<file path="config.mk">
export PLATFORM = sky130hd
export DESIGN_NAME = ext_acc_slave
export DESIGN_NICKNAME = d
export VERILOG_FILES = /design/src/rtl/ext_bus_pkg.sv /design/src/rtl/ext_be_decode.sv /design/src/rtl/ext_acc_slave.sv
export SDC_FILE = /design/constraint.sdc
export NUM_CORES = 1
export LEC_CHECK = 0
export CAP_MARGIN = 10
export CORE_ASPECT_RATIO = 0.7
export CORE_MARGIN = 3
export CORE_UTILIZATION = 27
export CTS_CLUSTER_DIAMETER = 150
export DETAILED_ROUTE_END_ITERATION = 7
export PLACE_DENSITY_LB_ADDON = 0.12
export SLEW_MARGIN = 20
export SYNTH_ARGS = -nofsm -noshare
export SYNTH_HDL_FRONTEND = slang
export SYNTH_SLANG_ARGS = --single-unit
</file>
<file path="constraint.sdc">
create_clock -name clk -period 2.8 [get_ports clk]
set_clock_uncertainty 0.05 [all_clocks]
set_input_delay 0.84 -clock clk [delete_from_list [all_inputs] [get_ports clk]]
set_output_delay 0.84 -clock clk [all_outputs]
set_load 0.01 [all_outputs]
</file>
<file path="src/rtl/ext_bus_pkg.sv">
// Shared EXT bus definitions: transfer sizes, responder states and address map constants
// for the ext_acc_slave accelerator bridge.
package ext_bus_pkg;

   typedef enum logic [2:0] {
      SZ_BYTE = 3'b000,
      SZ_HALF = 3'b001,
      SZ_WORD = 3'b010
   } hsize_e;

   typedef enum logic [2:0] {
      IDLE,
      WRITE,
      RD_WAIT,
      RD_DONE,
      NOP
   } ext_state_e;

   // Accelerator register window is the first 16 words of the EXT space.
   localparam logic [31:0] ACC_MAP_LIMIT = 32'h0000_0040;
   localparam logic [31:0] ERRCNT_ADDR   = 32'h0000_0040;

endpackage

</file>
<file path="src/rtl/ext_be_decode.sv">
// Combinational byte-enable decoder for EXT transfers; an all-zero enable marks an illegal
// size/alignment combination.
module ext_be_decode
   import ext_bus_pkg::*;
(
   input  logic [2:0] hsize_i,
   input  logic [1:0] addr_i,
   output logic [3:0] be_o,
   output logic       illegal_o
);

   always_comb begin
      be_o = '0;
      case (hsize_i)
         SZ_BYTE: be_o = 4'b0001 << addr_i;
         SZ_HALF: begin
            case (addr_i)
               2'd0:    be_o = 4'b0011;
               2'd1:    be_o = 4'b0110;
               2'd2:    be_o = 4'b1100;
               default: be_o = '0;
            endcase
         end
         SZ_WORD: be_o = (addr_i == 2'd0) ? 4'b1111 : 4'b0000;
         default: be_o = '0;
      endcase
   end

   assign illegal_o = (be_o == '0);

endmodule

</file>
<file path="src/rtl/ext_acc_slave.sv">
// EXT bus responder bridging AHB-lite-style transfers onto a 16-word accelerator register port.
// Optional error counter at 0x0040 enabled by defining EXT_ACC_SLAVE_ERRCNT_EN.
module ext_acc_slave
   import ext_bus_pkg::*;
#(
   parameter int unsigned READ_LATENCY = 1,
   parameter int unsigned AWIDTH       = 16
) (
   input  logic              clk,
   input  logic              rst,
   input  logic              EXT_HSEL,
   input  logic [AWIDTH-1:0] EXT_HADDR,
   input  logic              EXT_HWRITE,
   input  logic [2:0]        EXT_HSIZE,
   input  logic [31:0]       EXT_HWDATA,
   output logic [31:0]       EXT_HRDATA,
   output logic              EXT_HREADYOUT,
   output logic [3:0]        acc_addr,
   output logic              acc_en,
   output logic              acc_we,
   output logic [3:0]        acc_be,
   output logic [31:0]       acc_din,
   input  logic [31:0]       acc_dout
);

   ext_state_e  state_q;
   logic        hready_q;
   logic        acc_en_q;
   logic        acc_we_q;
   logic [3:0]  acc_addr_q;
   logic [3:0]  acc_be_q;
   logic [2:0]  lat_cnt_q;

   logic [3:0]  be_d;
   logic        illegal_d;
   logic        mapped_d;
   logic        accept_d;
   logic        errcnt_hit_d;
   logic [31:0] aux_rdata_d;

   ext_be_decode u_be_decode (
      .hsize_i   (EXT_HSIZE),
      .addr_i    (EXT_HADDR[1:0]),
      .be_o      (be_d),
      .illegal_o (illegal_d)
   );

   assign accept_d = EXT_HSEL & hready_q;
   assign mapped_d = (32'(EXT_HADDR) < ACC_MAP_LIMIT) & ~illegal_d;

`ifdef EXT_ACC_SLAVE_ERRCNT_EN
   logic [15:0] errcnt_q;
   logic        errrd_q;

   assign errcnt_hit_d = (32'(EXT_HADDR) == ERRCNT_ADDR) & (be_d == 4'b1111);

   // Counter read is served internally as a zero-wait NOP-style data phase.
   always_ff @(posedge clk) begin
      if (rst) begin
         errcnt_q <= '0;
         errrd_q  <= 1'b0;
      end else begin
         errrd_q <= accept_d & errcnt_hit_d & ~EXT_HWRITE;
         if (accept_d && errcnt_hit_d && EXT_HWRITE) begin
            errcnt_q <= '0;
         end else if (accept_d && !mapped_d && !errcnt_hit_d && errcnt_q != '1) begin
            errcnt_q <= errcnt_q + 16'd1;
         end
      end
   end

   assign aux_rdata_d = errrd_q ? {16'h0000, errcnt_q} : '0;
`else
   assign errcnt_hit_d = 1'b0;
   assign aux_rdata_d  = '0;
`endif

   always_ff @(posedge clk) begin
      if (rst) begin
         state_q    <= IDLE;
         hready_q   <= 1'b1;
         acc_en_q   <= 1'b0;
         acc_we_q   <= 1'b0;
         acc_addr_q <= '0;
         acc_be_q   <= '0;
         lat_cnt_q  <= '0;
      end else begin
         case (state_q)
            RD_WAIT: begin
               acc_en_q <= 1'b0;
               acc_we_q <= 1'b0;
               if (lat_cnt_q == '0) begin
                  state_q  <= RD_DONE;
                  hready_q <= 1'b1;
               end else begin
                  lat_cnt_q <= lat_cnt_q - 3'd1;
               end
            end
            default: begin
               acc_en_q <= 1'b0;
               acc_we_q <= 1'b0;
               if (accept_d) begin
                  acc_addr_q <= EXT_HADDR[5:2];
                  acc_be_q   <= be_d;
                  if (mapped_d && EXT_HWRITE) begin
                     state_q  <= WRITE;
                     acc_en_q <= 1'b1;
                     acc_we_q <= 1'b1;
                  end else if (mapped_d) begin
                     state_q   <= RD_WAIT;
                     acc_en_q  <= 1'b1;
                     hready_q  <= 1'b0;
                     lat_cnt_q <= 3'(READ_LATENCY - 1);
                  end else begin
                     state_q <= NOP;
                  end
               end else begin
                  state_q <= IDLE;
               end
            end
         endcase
      end
   end

   assign EXT_HREADYOUT = hready_q;
   assign EXT_HRDATA    = (state_q == RD_DONE) ? acc_dout : aux_rdata_d;
   assign acc_en        = acc_en_q;
   assign acc_we        = acc_we_q;
   assign acc_addr      = acc_addr_q;
   assign acc_be        = acc_be_q;
   assign acc_din       = EXT_HWDATA;

endmodule

</file>
-- After elaboration in Yosys (flattened, before gate mapping)
Cells that the tools add are included.
- bits of input ports: 87
- bits in registers: 17
- output and inout port bits: 75
- reduce and logical (&&, ||, !) cells: 11
- mux-type cells: 22
- magnitude comparators: 1
- bitwise logic cells: 5
- equal/unequal tests: 9
- $add $sub $neg: 1
- shifts and indexed selects: 1
- operators by type and width (operator ; number):
    2-to-1 mux 32 bit ; 1
    2-to-1 mux 3 bit ; 10
    one-hot mux 4 bit (3 select lines) ; 2
    less-than comparator 16 x 7 -> 1 bit, second input constant ; 1
    equality test 3 x 2 -> 1 bit, second input constant ; 3
    2-to-1 mux 1 bit ; 8
    AND reduction 4 bit ; 2
    logical NOT 3 bit ; 2
    logical NOT 4 bit ; 1
    2-to-1 mux 4 bit ; 1
    inequality test 2 bit, second input constant ; 2
    nonzero test 2 bit ; 2
    left shift 1 x 2 -> 4 bit, first input constant ; 1
    equality test 3 x 1 -> 1 bit, second input constant ; 1
    inverter 1 bit ; 3
    OR reduction 3 bit ; 1
    subtractor 3 x 1 -> 3 bit, second input constant ; 1
    bitwise AND 1 bit ; 2
    equality test 2 x 1 -> 1 bit, second input constant ; 1
    equality test 2 bit, second input constant ; 1
    logical NOT 2 bit ; 1
    inequality test 2 x 1 -> 1 bit, second input constant ; 1
    AND reduction 2 bit ; 1
    logical AND 1 bit ; 1

-- Longest topological paths before layout
Gate-level depths: netlist (run 1).
- depth after elaboration: 10
- mapped depth: 7
- gate-level depth less buffers: 7

-- Cells and area by module
From an unflattened synthesis (run 1), not the netlist that was laid out.
- cell total of the unflattened synthesis: 183
- area total of the unflattened synthesis: 1445.1 sq um
- by module, submodules not included (module ; instances ; sequential area each (sq um) ; area an instance (sq um) ; cells each):
    ext_acc_slave ; 1 ; 340.3 ; 1229.9 ; 155
    ext_be_decode ; 1 ; 0.0 ; 215.2 ; 28

-- Worst setup path after synthesis (run 1)
OpenSTA, ideal clock, no wires.
- kind: input port to flip-flop
- from: input EXT_HADDR[0]
- to: register hready_q (netlist: EXT_HREADYOUT)
- buffers on the path: 0
- setup slack: 0.406 ns
- cell stages on the path: 7
- setup time: 0.122 ns
- data required time: 2.628 ns
- data arrival time: 2.222 ns
- path through: inv_1 -> ha_1 -> a211oi_1 -> a2111oi_2 -> a211oi_2 -> or2_1 -> a221o_1
- longest elaborated chain between the ends: 9
- RTL lines (element ; line ; source):
    start: declaration ; ext_acc_slave.sv:12 ; input logic [AWIDTH-1:0] EXT_HADDR,
    equality test 2 bit (tied with other cells) ; ext_be_decode.sv:17 ; case (addr_i)
    one-hot mux 4 bit (3 select lines) / 2-to-1 mux 4 bit (equally long branches) ; ext_be_decode.sv:17, ext_be_decode.sv:24 ;
    one-hot mux 4 bit (3 select lines) ; ext_be_decode.sv:14 ; case (hsize_i)
    logical NOT 4 bit ; ext_be_decode.sv:29 ; assign illegal_o = (be_o == '0);
    inverter 1 bit ; ext_acc_slave.sv:49 ; assign mapped_d = (32'(EXT_HADDR) < ACC_MAP_LIMIT) & ~illegal_d;
    bitwise AND 1 bit (*) ; ext_acc_slave.sv:49 ;
    logical AND 1 bit ; ext_acc_slave.sv:105 ; if (mapped_d && EXT_HWRITE) begin
    inequality test 2 x 1 -> 1 bit (no source line) ; n/a ;
    AND reduction 4 bit (no source line) (*) ; n/a ;
    end signal: assignment ; ext_acc_slave.sv:81 ; hready_q <= 1'b1;
    end signal: assignment ; ext_acc_slave.sv:94 ; hready_q <= 1'b1;
    end signal: assignment ; ext_acc_slave.sv:112 ; hready_q <= 1'b0;
    end: declaration ; ext_acc_slave.sv:27 ; logic hready_q;
Mark *: on every way between the ends. The rest lies on a longest branch, timed or not.
A chain may end at the register's enable or synchronous reset.

-- Worst setup path in the final report (run 1)
Ends and elaborated chain as after synthesis.

==> results, run 1 <==
- The boundary pin count is 162.
- TritonCTS built the clock tree.
- The total of endpoints with negative setup slack in the final report is 0.
- The number of antenna violations at the first check in global routing is 0.
- In this run the worst path has a maximum fanout of 5.
- In the finished design, the share of the clock period the worst path needs comes to 95.4%.
- By area the synthesized netlist is led by dfxtp_1, buf_4, and2_1.
- The commonest non-fill, non-tap cell in the layout is clkdlybuf4s50_1.
- The cell count after synthesis came out at 172.
- The share of post-route cells with drive strength above 1 is 10.4%.
- The mean area per synthesized cell is 8.06 um^2.
- STA puts the critical path data arrival time at 2750 ps.
- Entering global routing, the biggest net connects 21 pins.
- In this run the static leakage power is 1.09 nW.
- Counting instances, the worst hold path has a depth of 2.
- Clock-pin slew was measured on the worst setup and hold paths at 70 ps.
- After detailed routing, the number of remaining DRC violations is 0.
- The number of max-slew violations in the final report is 0.
- Synthesis inferred 17 register bits.
- The max-capacitance violation count is 0.
- The finished cells cover 2310 um^2.
- The final hold violation count is 0.
- The family of cells with the greatest summed delay on the critical path is compound AO/OA/AOI/OAI gates.
- The per-cell routed wire length is 13.3 um.
- The clock net sink count is 17.
- Routability-driven placement finished with a final weighted congestion of 0.777.
- Subtracting the final worst setup slack from the clock period gives 2670 ps.
- The die is 91.6 um wide.
- The proportion of synthesized chip area in sequential cells is 24.5%.
- In this run, the number of DRC markers left after iteration 0 of detailed routing was 30.
- The floorplan step defined a core boundary enclosing 4860 um^2.
- The via count of the first global-routing pass was 1,173.
- The core utilization of the finished layout is 47.4%.
- The clock passes through at most 2 buffers.
- The total die area is 6040 um^2.
- The cell area after technology mapping is 1390 um^2.
- The diode insertion count for antenna repair is 0.
- The standard cell with the maximum stage delay on the critical path is clkdlybuf4s50_1.
- The headroom to the max-slew limit is 73.8%.
- The area growth from synthesis to layout is 66.3%.
- The number of H-tree levels is 1.
- The finished layout holds 319 standard cells, fillers aside.
- The clock latency of the later-clocked register in the worst-skew pair is 250 ps.
- The number of clock buffers added by TritonCTS is 3.
- Dividing the detail-routed via count by the number of cells gives 4.19.
- The number of buffers and inverters on the critical path is 2.
- The final worst hold slack is 421 ps.
- The pre-antenna-repair detailed-routing pass consisted of 4 iterations.
- By startpoint and endpoint, the worst setup path is classified as in2reg.
- Once placement finished, the instance area stood at 2290 um^2.
- IR analysis of the VDD net gives a maximum drop of 0.263 mV.
- Clock tree synthesis selected as its root buffer the cell clkbuf_8.
- The tightest min-delay check is of the reg2reg type.
- Counting buffers and inverters, the worst setup path is 8 cells deep.
- The delay of the slowest cell on the worst path is 410 ps.
- Setup repair after global routing left no endpoint under its margin.
- The flow ran to the end, and the final reports show no timing, DRC or antenna violations.
- The critical path goes through clkdlybuf4s50_1 > inv_1 > ha_2 > a211oi_1 > a2111oi_2 > a211oi_2 > or2_1 > a221o_1.
- The remaining number of nets flagged by the antenna check after routing is 0.
- The cell area power density is 251 nW/um^2.
- STA classifies the critical path endpoint as a flip-flop.
- The count of standard-cell rows is 21.
- The sort of element at the start of the critical path is a primary input.
- Counting every net in the synthesized netlist gives 267.
- The overall global routing resource usage is 12.9%.
- The floorplan die height is 66.0 um.
- The logic depth of the worst register-to-register path is 5.
- Overall power consumption after layout is estimated at 0.579 mW.
- The half-perimeter wire length after detailed placement is 3610 um.
- The global-route congestion overflow total is 0.
- Yosys printed 0 warnings.
- The count of placed standard cells including taps is 315.
- After synthesis, the largest area contributor takes up 24.5% of total cell area.
- The top cell types in the final layout, fill and taps aside, are clkdlybuf4s50_1, and2_1, dlygate4sd2_1.
- Data on the critical path is required at its endpoint by 2880 ps.
- The vias after detailed routing is 1,338.
- For the pin with the worst max-slew slack, the measured transition is 393 ps.
- Based on the critical path, the design can be clocked at up to 374 MHz.
- The first global-routing pass estimated 6200 um of wire.
- The leading area contributor after synthesis is dfxtp_1.
- For this configuration, the core starts out at a cell density of 28.5%.
- The number of nets in the finished design is 346.
- In this run, distinct cell masters in the synthesized netlist total 39.
- Input and output buffers added on the ports amount to 97.
- The total routed wirelength is 4240 um.
- The hold buffer count at CTS is 0.
per-layer routing:
layer,vias up,global-route usage [%],wire length (um)
met1,566,18.5,2100
met4,0,3.95,71
met5,-,0,0
met2,63,17.7,1690
li1,693,-,-
met3,16,4.78,388
power breakdown:
| group | internal, mW | switching (mW) | leakage, nW |
|---|---|---|---|
| combinational | 0.103 | 0.0454 | 0.931 |
| sequential | 0.248 | 0.00300 | 0.138 |
| clock | 0.0985 | 0.0810 | 0.0255 |
| total | 0.450 | 0.129 | 1.09 |
cells in the mapped netlist:
| cell | count |
|---|---|
| a2111oi_1 | 1 |
| a2111oi_2 | 1 |
| a211oi_1 | 2 |
| a211oi_2 | 1 |
| a21oi_1 | 5 |
| a221o_1 | 1 |
| a2bb2oi_1 | 1 |
| a31oi_1 | 1 |
| and2_1 | 32 |
| and3_1 | 1 |
| and3b_1 | 1 |
| buf_1 | 1 |
| buf_2 | 1 |
| buf_4 | 34 |
| clkbuf_1 | 4 |
| dfxtp_1 | 17 |
| ha_1 | 8 |
| inv_1 | 7 |
| mux2i_1 | 7 |
| nand2_1 | 5 |
| nand3_1 | 1 |
| nand3_2 | 1 |
| nand3b_1 | 2 |
| nand4bb_1 | 1 |
| nor2_1 | 14 |
| nor2b_1 | 2 |
| nor3_1 | 4 |
| nor3b_1 | 1 |
| nor4_1 | 2 |
| o21a_1 | 1 |
| o21ai_0 | 2 |
| o21ai_1 | 1 |
| o22ai_1 | 1 |
| o2bb2ai_1 | 1 |
| o31ai_1 | 1 |
| or2_1 | 2 |
| or3_1 | 2 |
| or3b_1 | 1 |
| xor2_1 | 1 |
worst min-delay path, stage by stage, from the launching register on:
cell and delay (ps):
dfxtp_1 310, nand2_1 50, a21oi_1 60
per-stage QoR:
| step | setup slack (ps) | setup TNS (ps) |
|---|---|---|
| detailed placement | -174 | -1260 |
| global placement | -104 | -978 |
| global route | 3.12 | 0 |
| CTS | 58.3 | 0 |
| finish | 129 | 0 |
| floorplan | 406 | 0 |
sequential cells by signal, indices dropped and copies added, names as in the netlist:
register and cells:
acc_addr 4, acc_be 4, lat_cnt_q 3, state_q 3, EXT_HREADYOUT 1, acc_en 1, acc_we 1
final cells by class:
type                       count  area [um^2]
clock buffer                   3         41.3
clock inverter                 1         5.00
multi-input combinational    108          748
timing repair buffer         114         1060
inverter                       7         26.3
fill                         481         2550
sequential                    17          340
tap                           69         86.3
final timing paths:
kind / slack, ps / to / from
worst min-delay path: 420 / acc_be[3]$_SDFFE_PP0P_ / acc_be[3]$_SDFFE_PP0P_
worst max-delay path: 130 / EXT_HREADYOUT$_SDFFE_PP1P_ / EXT_HADDR[0]
worst min register to register: 420 / acc_be[3]$_SDFFE_PP0P_ / acc_be[3]$_SDFFE_PP0P_
worst max register to register: 1030 / EXT_HREADYOUT$_SDFFE_PP1P_ / state_q[1]$_SDFFE_PP0P_
repair_timing:
item	CTS	global route
endpoints found under the setup margin	32	2
endpoints found under the hold margin	0	0
buffers inserted	0	0
cloned	0	0
resized for setup	32	3
kinds of logic (layout without fill, tap and decap cells):
group	count (synthesis)	after routing	share of synthesized area [%]
muxes	7	7	5.05
adders and majority gates	8	8	7.22
AOI/OAI and AO/OA	20	20	10.6
DFF	17	17	24.5
xor gates and xnor gates	1	1	0.632
and+or+nand+nor	72	72	29.9
buffers and inverters	47	125	22.0
(Power assumes the default switching activity.)
==> inputs of run 2 (changes only) <==
--- a/config.mk
+++ b/config.mk
@@ -7,7 +7,6 @@
 export LEC_CHECK = 0
 export CAP_MARGIN = 10
 export CORE_ASPECT_RATIO = 0.7
-export CORE_MARGIN = 3
 export CORE_UTILIZATION = 27
 export CTS_CLUSTER_DIAMETER = 150
 export DETAILED_ROUTE_END_ITERATION = 7
==> results, run 2 (same netlist as run 1, synthesis figures left out) <==
- The flow ran to the end, and the final reports show no timing, DRC or antenna violations.
- The placeable core region is 4860 um^2 (unchanged).
- The deepest clock path buffer count came to 2 (unchanged).
- The peak ir drop on the vdd network was 0.219 mV (-17%).
- TritonCTS built the clock tree.
- The clock latency of the later-clocked register in the worst-skew pair is 250 ps (about the same).
- Setup repair after global routing left no endpoint under its margin.
- The cell at the root of the clock tree is clkbuf_8.
- The path with the worst hold slack has its endpoint at acc_be[3]$_SDFFE_PP0P_.
- STA classifies the critical path startpoint as a primary input.
- The share of power burned in the clock network was 31.0% (about the same).
- The total die area was 5430 um^2 (-10%).
- The net switching power is 0.130 mW (+0.31%).
- The critical path goes through clkdlybuf4s50_1 > inv_1 > ha_2 > a211oi_2 > a2111oi_2 > a211oi_2 > or2_1 > a221o_1.
- The per-cell routed wire length is 12.1 um (-9.0%).
- The horizontal extent of the die is 87.6 um (-4.4%).
- The minimum clock period after layout is 2650 ps (-22.1 ps).
- The overall global routing resource usage is 12.8% (-0.081 points).
- The routed via count divided by cell count came to 4.19 (unchanged).
- The max-capacitance violation count is 0 (unchanged).
- Tracing the worst setup path back leads to its startpoint at EXT_HADDR[0].
- The cell area after placement was 2300 um^2 (+0.55%).
- The residual DRC count was 0 (unchanged).
- The detailed-router iteration count before antenna repair is 4 (unchanged).
- The total of buffers placed on input and output ports was 97 (unchanged).
- The worst register-to-register path ends at EXT_HREADYOUT$_SDFFE_PP1P_.
- The hold buffer count at CTS is 0 (unchanged).
- The leakage power total came to 1.09 nW (about the same).
- The standard cell with the maximum stage delay on the critical path is clkdlybuf4s50_1.
- The via count of the first global-routing pass is 1,156 (-1.4%).
- The clock transition at the register clock pins on the worst setup and hold paths after CTS is 60 ps (about the same).
- The critical path data arrival time was 2740 ps (about the same).
- The worst hold path startpoint is acc_be[3]$_SDFFE_PP0P_.
- The combinational share of power is 26.0% (+0.3 points).
- The worst setup path is captured at a flip-flop.
- The share of post-route cells with drive strength above 1 is 10.4% (unchanged).
- The final hold violation count came to 0 (unchanged).
- The worst reg2reg path startpoint is state_q[1]$_SDFFE_PP0P_.
- The TritonCTS buffer count was 3 (unchanged).
- The clock net sink count is 17 (unchanged).
- The required time at the worst-slack endpoint is 2890 ps (about the same).
- The number of H-tree levels was 1 (unchanged).
- The portion of total power attributed to sequential cells is 43.0% (-0.3 points).
- Leaving out fill and tap cells, the most frequent cells in the layout are clkdlybuf4s50_1, and2_1, dlygate4sd2_1.
- The total of endpoints with negative setup slack in the final report came to 0 (unchanged).
- The most numerous cell on the critical path is a211oi_2.
- The headroom to the max-slew limit came to 74.0% (+0.25 points).
- The diode insertion count for antenna repair is 0 (unchanged).
- The maximum number of pins on one net before global-route repair is 25 (+19%).
- The post-route fraction of the period consumed by the critical path is 94.6% (-0.79 points).
- Leaving out fill and tap cells, the most frequent cell in the layout is clkdlybuf4s50_1.
- The signed area change from the synthesized netlist to the final layout is 67.5%.
- The wire length of the first global-routing pass was 5460 um (-12%).
- The fmax came to 378 MHz (+0.83%).
- The critical path is of the in2reg type.
- The last weighted congestion value of the routability-driven placer is 0.748 (-3.7%).
- The top fanout value on the critical path is 5 (unchanged).
- The global-route congestion overflow total came to 0 (unchanged).
- The remaining number of nets flagged by the antenna check after routing is 0 (unchanged).
- The number of nets in the finished design is 346 (unchanged).
- The count of standard-cell rows came to 21 (unchanged).
- The path class of the tightest hold or removal check is reg2reg.
- The logic depth of the worst register-to-register path is 5 (unchanged).
- The iteration-0 DRC count of the detailed router was 37 (+23%).
- The initial core utilization is 28.5% (unchanged).
- The number of stages on the worst hold path is 2 (unchanged).
- The reg-to-reg setup timing slack came to 1010 ps (-20 ps).
- The post-route standard cell area excluding fillers is 2320 um^2 (+0.71%).
- The floorplan die height is 62.0 um (-6.1%).
- The total routed wirelength is 3860 um (-9.0%).
- The half-perimeter wire length after detailed placement came to 3210 um (-11%).
- The proportion of total power due to net switching is 22.2% (-0.10 points).
- The total negative setup slack is 0 ps (unchanged).
- The internal portion of total power is 0.454 mW (+0.89%).
- The number of max-slew violations in the final report came to 0 (unchanged).
- The cell area power density is 251 nW/um^2 (about the same).
- The delay of the slowest cell on the worst path is 410 ps (about the same).
- The transition time at the pin with the least slew margin is 389 ps (-3.78 ps).
- The boundary pin count is 162 (unchanged).
- The vias after detailed routing is 1,338 (unchanged).
- The number of antenna violations at the first check in global routing came to 0 (unchanged).
run 2: cell types whose count changed in the layout (fill, tap and decap cells not counted), sizes merged:
| cell | change |
|---|---|
| clkbuf | +1 |
| clkinv | -1 |
run 2: how the worst max path moves through the flow:
stage	end	slack (ps)	cells after the start
floorplan	EXT_HREADYOUT$_SDFFE_PP1P_	410	7
global placement	EXT_HREADYOUT$_SDFFE_PP1P_	-110	8
detailed placement	EXT_HREADYOUT$_SDFFE_PP1P_	-180	8
CTS	EXT_HREADYOUT$_SDFFE_PP1P_	80	8
global route	EXT_HREADYOUT$_SDFFE_PP1P_	40	8
finish	EXT_HREADYOUT$_SDFFE_PP1P_	150	8
run 2: metrics by stage:
stage | setup slack [ps] | power (mW) | util (%) | cells | hold slack, ps
floorplan | 406 | 0.346 | - | 172 | 431
global placement | -108 | 0.405 | 47.4 | 315 | 401
detailed placement | -177 | 0.406 | 47.4 | 315 | 411
CTS | 82.1 | 0.588 | 47.5 | 319 | 422
global route | 39.2 | 0.615 | 47.8 | 319 | 437
finish | 151 | 0.583 | 47.8 | 319 | 415
run 2: power by group through the flow:
stage | clock, mW | combinational (mW) | sequential (mW)
final | 0.181 | 0.151 | 0.251
after global routing | 0.199 | 0.165 | 0.251
after CTS | 0.186 | 0.151 | 0.251
after detailed placement | 0 | 0.150 | 0.256
after global placement | 0 | 0.149 | 0.256
after floorplan | 0 | 0.0880 | 0.258
run 2: critical path: cells and delay by family:
| family | cells | cell delay (ps) |
|---|---|---|
| compound gates | 4 | 820 |
| buf+inv | 2 | 550 |
| simple gates | 1 | 270 |
| fa+ha+maj | 1 | 260 |
run 2: routing by layer:
layer | vias to the layer above | global-route usage (%) | routed length [um] | share of wire, %
met5 | - | 0 | 0 | 0
met4 | 0 | 2.11 | 43 | 1.1
met3 | 12 | 4.76 | 314 | 8.1
met2 | 58 | 18.9 | 1620 | 42
met1 | 575 | 18.2 | 1890 | 49
li1 | 693 | - | - | -
run 2: timing repair:
item                                    in CTS  in global routing
resized for setup                           32                  4
hold endpoints to repair                     0                  0
buffers inserted                             0                  0
endpoints found under the setup margin      32                  2
run 2: final cells by class:
class | count | area [um^2]
clock buffers | 4 | 45.0
fillers | 478 | 2540
inverters | 7 | 26.3
multi-input cells | 108 | 753
flip-flops and latches | 17 | 340
well taps | 69 | 86.3
repair buffers | 114 | 1070
==> inputs of run 3 (changes only) <==
--- a/config.mk
+++ b/config.mk
@@ -6,8 +6,10 @@
 export NUM_CORES = 1
 export LEC_CHECK = 0
 export CAP_MARGIN = 10
+export CELL_PAD_IN_SITES_DETAIL_PLACEMENT = 1
+export CELL_PAD_IN_SITES_GLOBAL_PLACEMENT = 1
 export CORE_ASPECT_RATIO = 0.7
-export CORE_UTILIZATION = 27
+export CORE_UTILIZATION = 17
 export CTS_CLUSTER_DIAMETER = 150
 export DETAILED_ROUTE_END_ITERATION = 7
 export PLACE_DENSITY_LB_ADDON = 0.12
==> results, run 3 (same netlist as run 1, synthesis figures left out) <==
- The horizontal extent of the die is 110 um (+25%).
- The count of standard-cell rows is 27 (+29%).
- The total of endpoints with negative setup slack in the final report is 0 (unchanged).
- The final hold violation count is 0 (unchanged).
- The total die area is 8530 um^2 (+57%).
- The diode insertion count for antenna repair is 0 (unchanged).
- The per-cell routed wire length is 13.3 um (+9.8%).
- The deepest clock path buffer count was 2 (unchanged).
- The remaining number of nets flagged by the antenna check after routing is 0 (unchanged).
- The last weighted congestion value of the routability-driven placer is 0.724 (-3.3%).
- The placeable core region is 7870 um^2 (+62%).
- The transition time at the pin with the least slew margin is 380 ps (-9.12 ps).
- The wire length of the first global-routing pass is 7310 um (+34%).
- The cell area power density is 288 nW/um^2 (+15%).
- The floorplan die height came to 77.6 um (+25%).
- The share of post-route cells with drive strength above 1 came to 9.64% (-0.76 points).
- The capturing instance or port of the critical path is EXT_HREADYOUT$_SDFFE_PP1P_.
- The cell at the root of the clock tree is clkbuf_16.
- Setup repair after global routing left no endpoint under its margin.
- The maximum number of pins on one net before global-route repair is 33 (+32%).
- The number of H-tree levels came to 1 (unchanged).
- The signed area change from the synthesized netlist to the final layout is 71.0%.
- The initial core utilization came to 17.6% (-11 points).
- The worst register-to-register path ends at EXT_HREADYOUT$_SDFFE_PP1P_.
- The number of max-slew violations in the final report is 0 (unchanged).
- The peak ir drop on the vdd network is 0.162 mV (-26%).
- The total negative setup slack is 0 ps (unchanged).
- The critical path data arrival time came to 2720 ps (-20 ps).
- The kind of end point of the critical path is a flip-flop.
- The routed via count divided by cell count is 3.81 (-9.1%).
- The core utilization of the finished layout is 30.1% (-18 points).
- The commonest non-fill, non-tap cell in the layout is clkdlybuf4s50_1.
- The fmax is 379 MHz (+0.30%).
- The TritonCTS buffer count is 3 (unchanged).
- The total of buffers placed on input and output ports is 97 (unchanged).
- The global-route congestion overflow total was 0 (unchanged).
- The residual DRC count was 0 (unchanged).
- The top fanout value on the critical path is 4 (-1).
- The minimum clock period after layout came to 2640 ps (-7.92 ps).
- The logic depth of the worst register-to-register path came to 5 (unchanged).
- The via count of the first global-routing pass is 1,350 (+17%).
- The clock latency of the later-clocked register in the worst-skew pair is 240 ps (about the same).
- The worst setup slack before clock tree synthesis is -218 ps (-40.8 ps).
- The max-capacitance violation count is 0 (unchanged).
- The worst reg2reg path startpoint is state_q[1]$_SDFFE_PP0P_.
- The worst setup path is launched from a primary input.
- The boundary pin count is 162 (unchanged).
- The clock net sink count is 17 (unchanged).
- The total routed wirelength is 4650 um (+20%).
- The worst hold path class is reg2reg.
- The start-to-end type of the worst setup path is in2reg.
- The vias after detailed routing is 1,334 (-0.30%).
- The half-perimeter wire length after detailed placement is 3960 um (+23%).
- The headroom to the max-slew limit is 74.6% (+0.61 points).
- The detailed-router iteration count before antenna repair is 4 (unchanged).
- The final critical-path setup slack is 159 ps (+7.92 ps).
- In this run the worst setup path begins at EXT_HADDR[0].
- The clock transition at the register clock pins on the worst setup and hold paths after CTS came to 50 ps (about the same).
- The reg-to-reg setup timing slack is 1020 ps (about the same).
- The top cell types in the final layout, fill and taps aside, are clkdlybuf4s50_1, and2_1, dlygate4sd2_1.
- The overall global routing resource usage came to 11.2% (-1.7 points).
- The number of nets in the finished design is 345 (-0.29%).
- The number of antenna violations at the first check in global routing came to 0 (unchanged).
- The number of stages on the worst hold path is 2 (unchanged).
- TritonCTS built the clock tree.
- The required time at the worst-slack endpoint was 2880 ps (about the same).
- The hold buffer count at CTS is 0 (unchanged).
- The run finished with clean final reports.
- The iteration-0 DRC count of the detailed router was 31 (-16%).
- The leakage power total is 1.10 nW (+0.58%).
- The post-route fraction of the period consumed by the critical path is 94.3% (-0.28 points).
## run 3: metrics by stage
stage | cells | hold slack (ps) | area (um^2) | power, mW
finish | 350 | 413 | 2370 | 0.683
global route | 350 | 456 | 2370 | 0.723
CTS | 350 | 420 | 2360 | 0.695
detailed placement | 346 | 411 | 2320 | 0.407
global placement | 346 | 404 | 2320 | 0.407
floorplan | 172 | 431 | 1390 | 0.346
## run 3: layer usage
metal | track usage (%) | share of wire (%) | up-vias | routed length, um
met4 | 7.33 | 5.3 | 0 | 248
met5 | 0 | 0 | - | 0
met3 | 3.53 | 7.6 | 28 | 353
li1 | - | - | 687 | -
met1 | 14.3 | 46 | 572 | 2130
met2 | 15.9 | 41 | 47 | 1920
## run 3: area by class of cell
type / instances / area [um^2]
Clock buffer: 4 / 78.8
Fill cell: 923 / 5500
Inverter: 7 / 26.3
Multi-Input combinational cell: 108 / 748
Sequential cell: 17 / 340
Tap cell: 101 / 126
Timing Repair Buffer: 113 / 1050
## run 3: what timing repair did
action	4_1_cts	5_1_grt
pin swaps	0	1
cloned	0	0
gates resized for setup	32	3
setup buffers	0	0
setup endpoints to repair	32	4
## run 3: critical path: stages
cell and delay [ps]:
clkdlybuf4s50_1 480, buf_4 120, ha_1 190, a211oi_1 70, a2111oi_2 320, a211oi_2 90
or2_1 260, a221o_1 340
## run 3: power by group
| part | leakage (nW) | internal [mW] | total (mW) | switching, mW |
|---|---|---|---|---|
| Combinational | 0.924 | 0.104 | 0.150 | 0.0469 |
| Clock | 0.0382 | 0.193 | 0.281 | 0.0884 |
| Sequential | 0.138 | 0.248 | 0.251 | 0.00315 |
| Total | 1.10 | 0.545 | 0.683 | 0.138 |
## run 3: worst min path at each step
stage,startpoint,end,slack (ps)
final,acc_be[3]$_SDFFE_PP0P_,acc_be[3]$_SDFFE_PP0P_,410
after global routing,acc_be[3]$_SDFFE_PP0P_,acc_be[3]$_SDFFE_PP0P_,460
after CTS,acc_be[3]$_SDFFE_PP0P_,acc_be[3]$_SDFFE_PP0P_,420
after global placement,acc_be[3]$_SDFFE_PP0P_,acc_be[3]$_SDFFE_PP0P_,400
after detailed placement,acc_be[3]$_SDFFE_PP0P_,acc_be[3]$_SDFFE_PP0P_,410
after floorplan,acc_be[3]$_SDFFE_PP0P_,acc_be[3]$_SDFFE_PP0P_,430
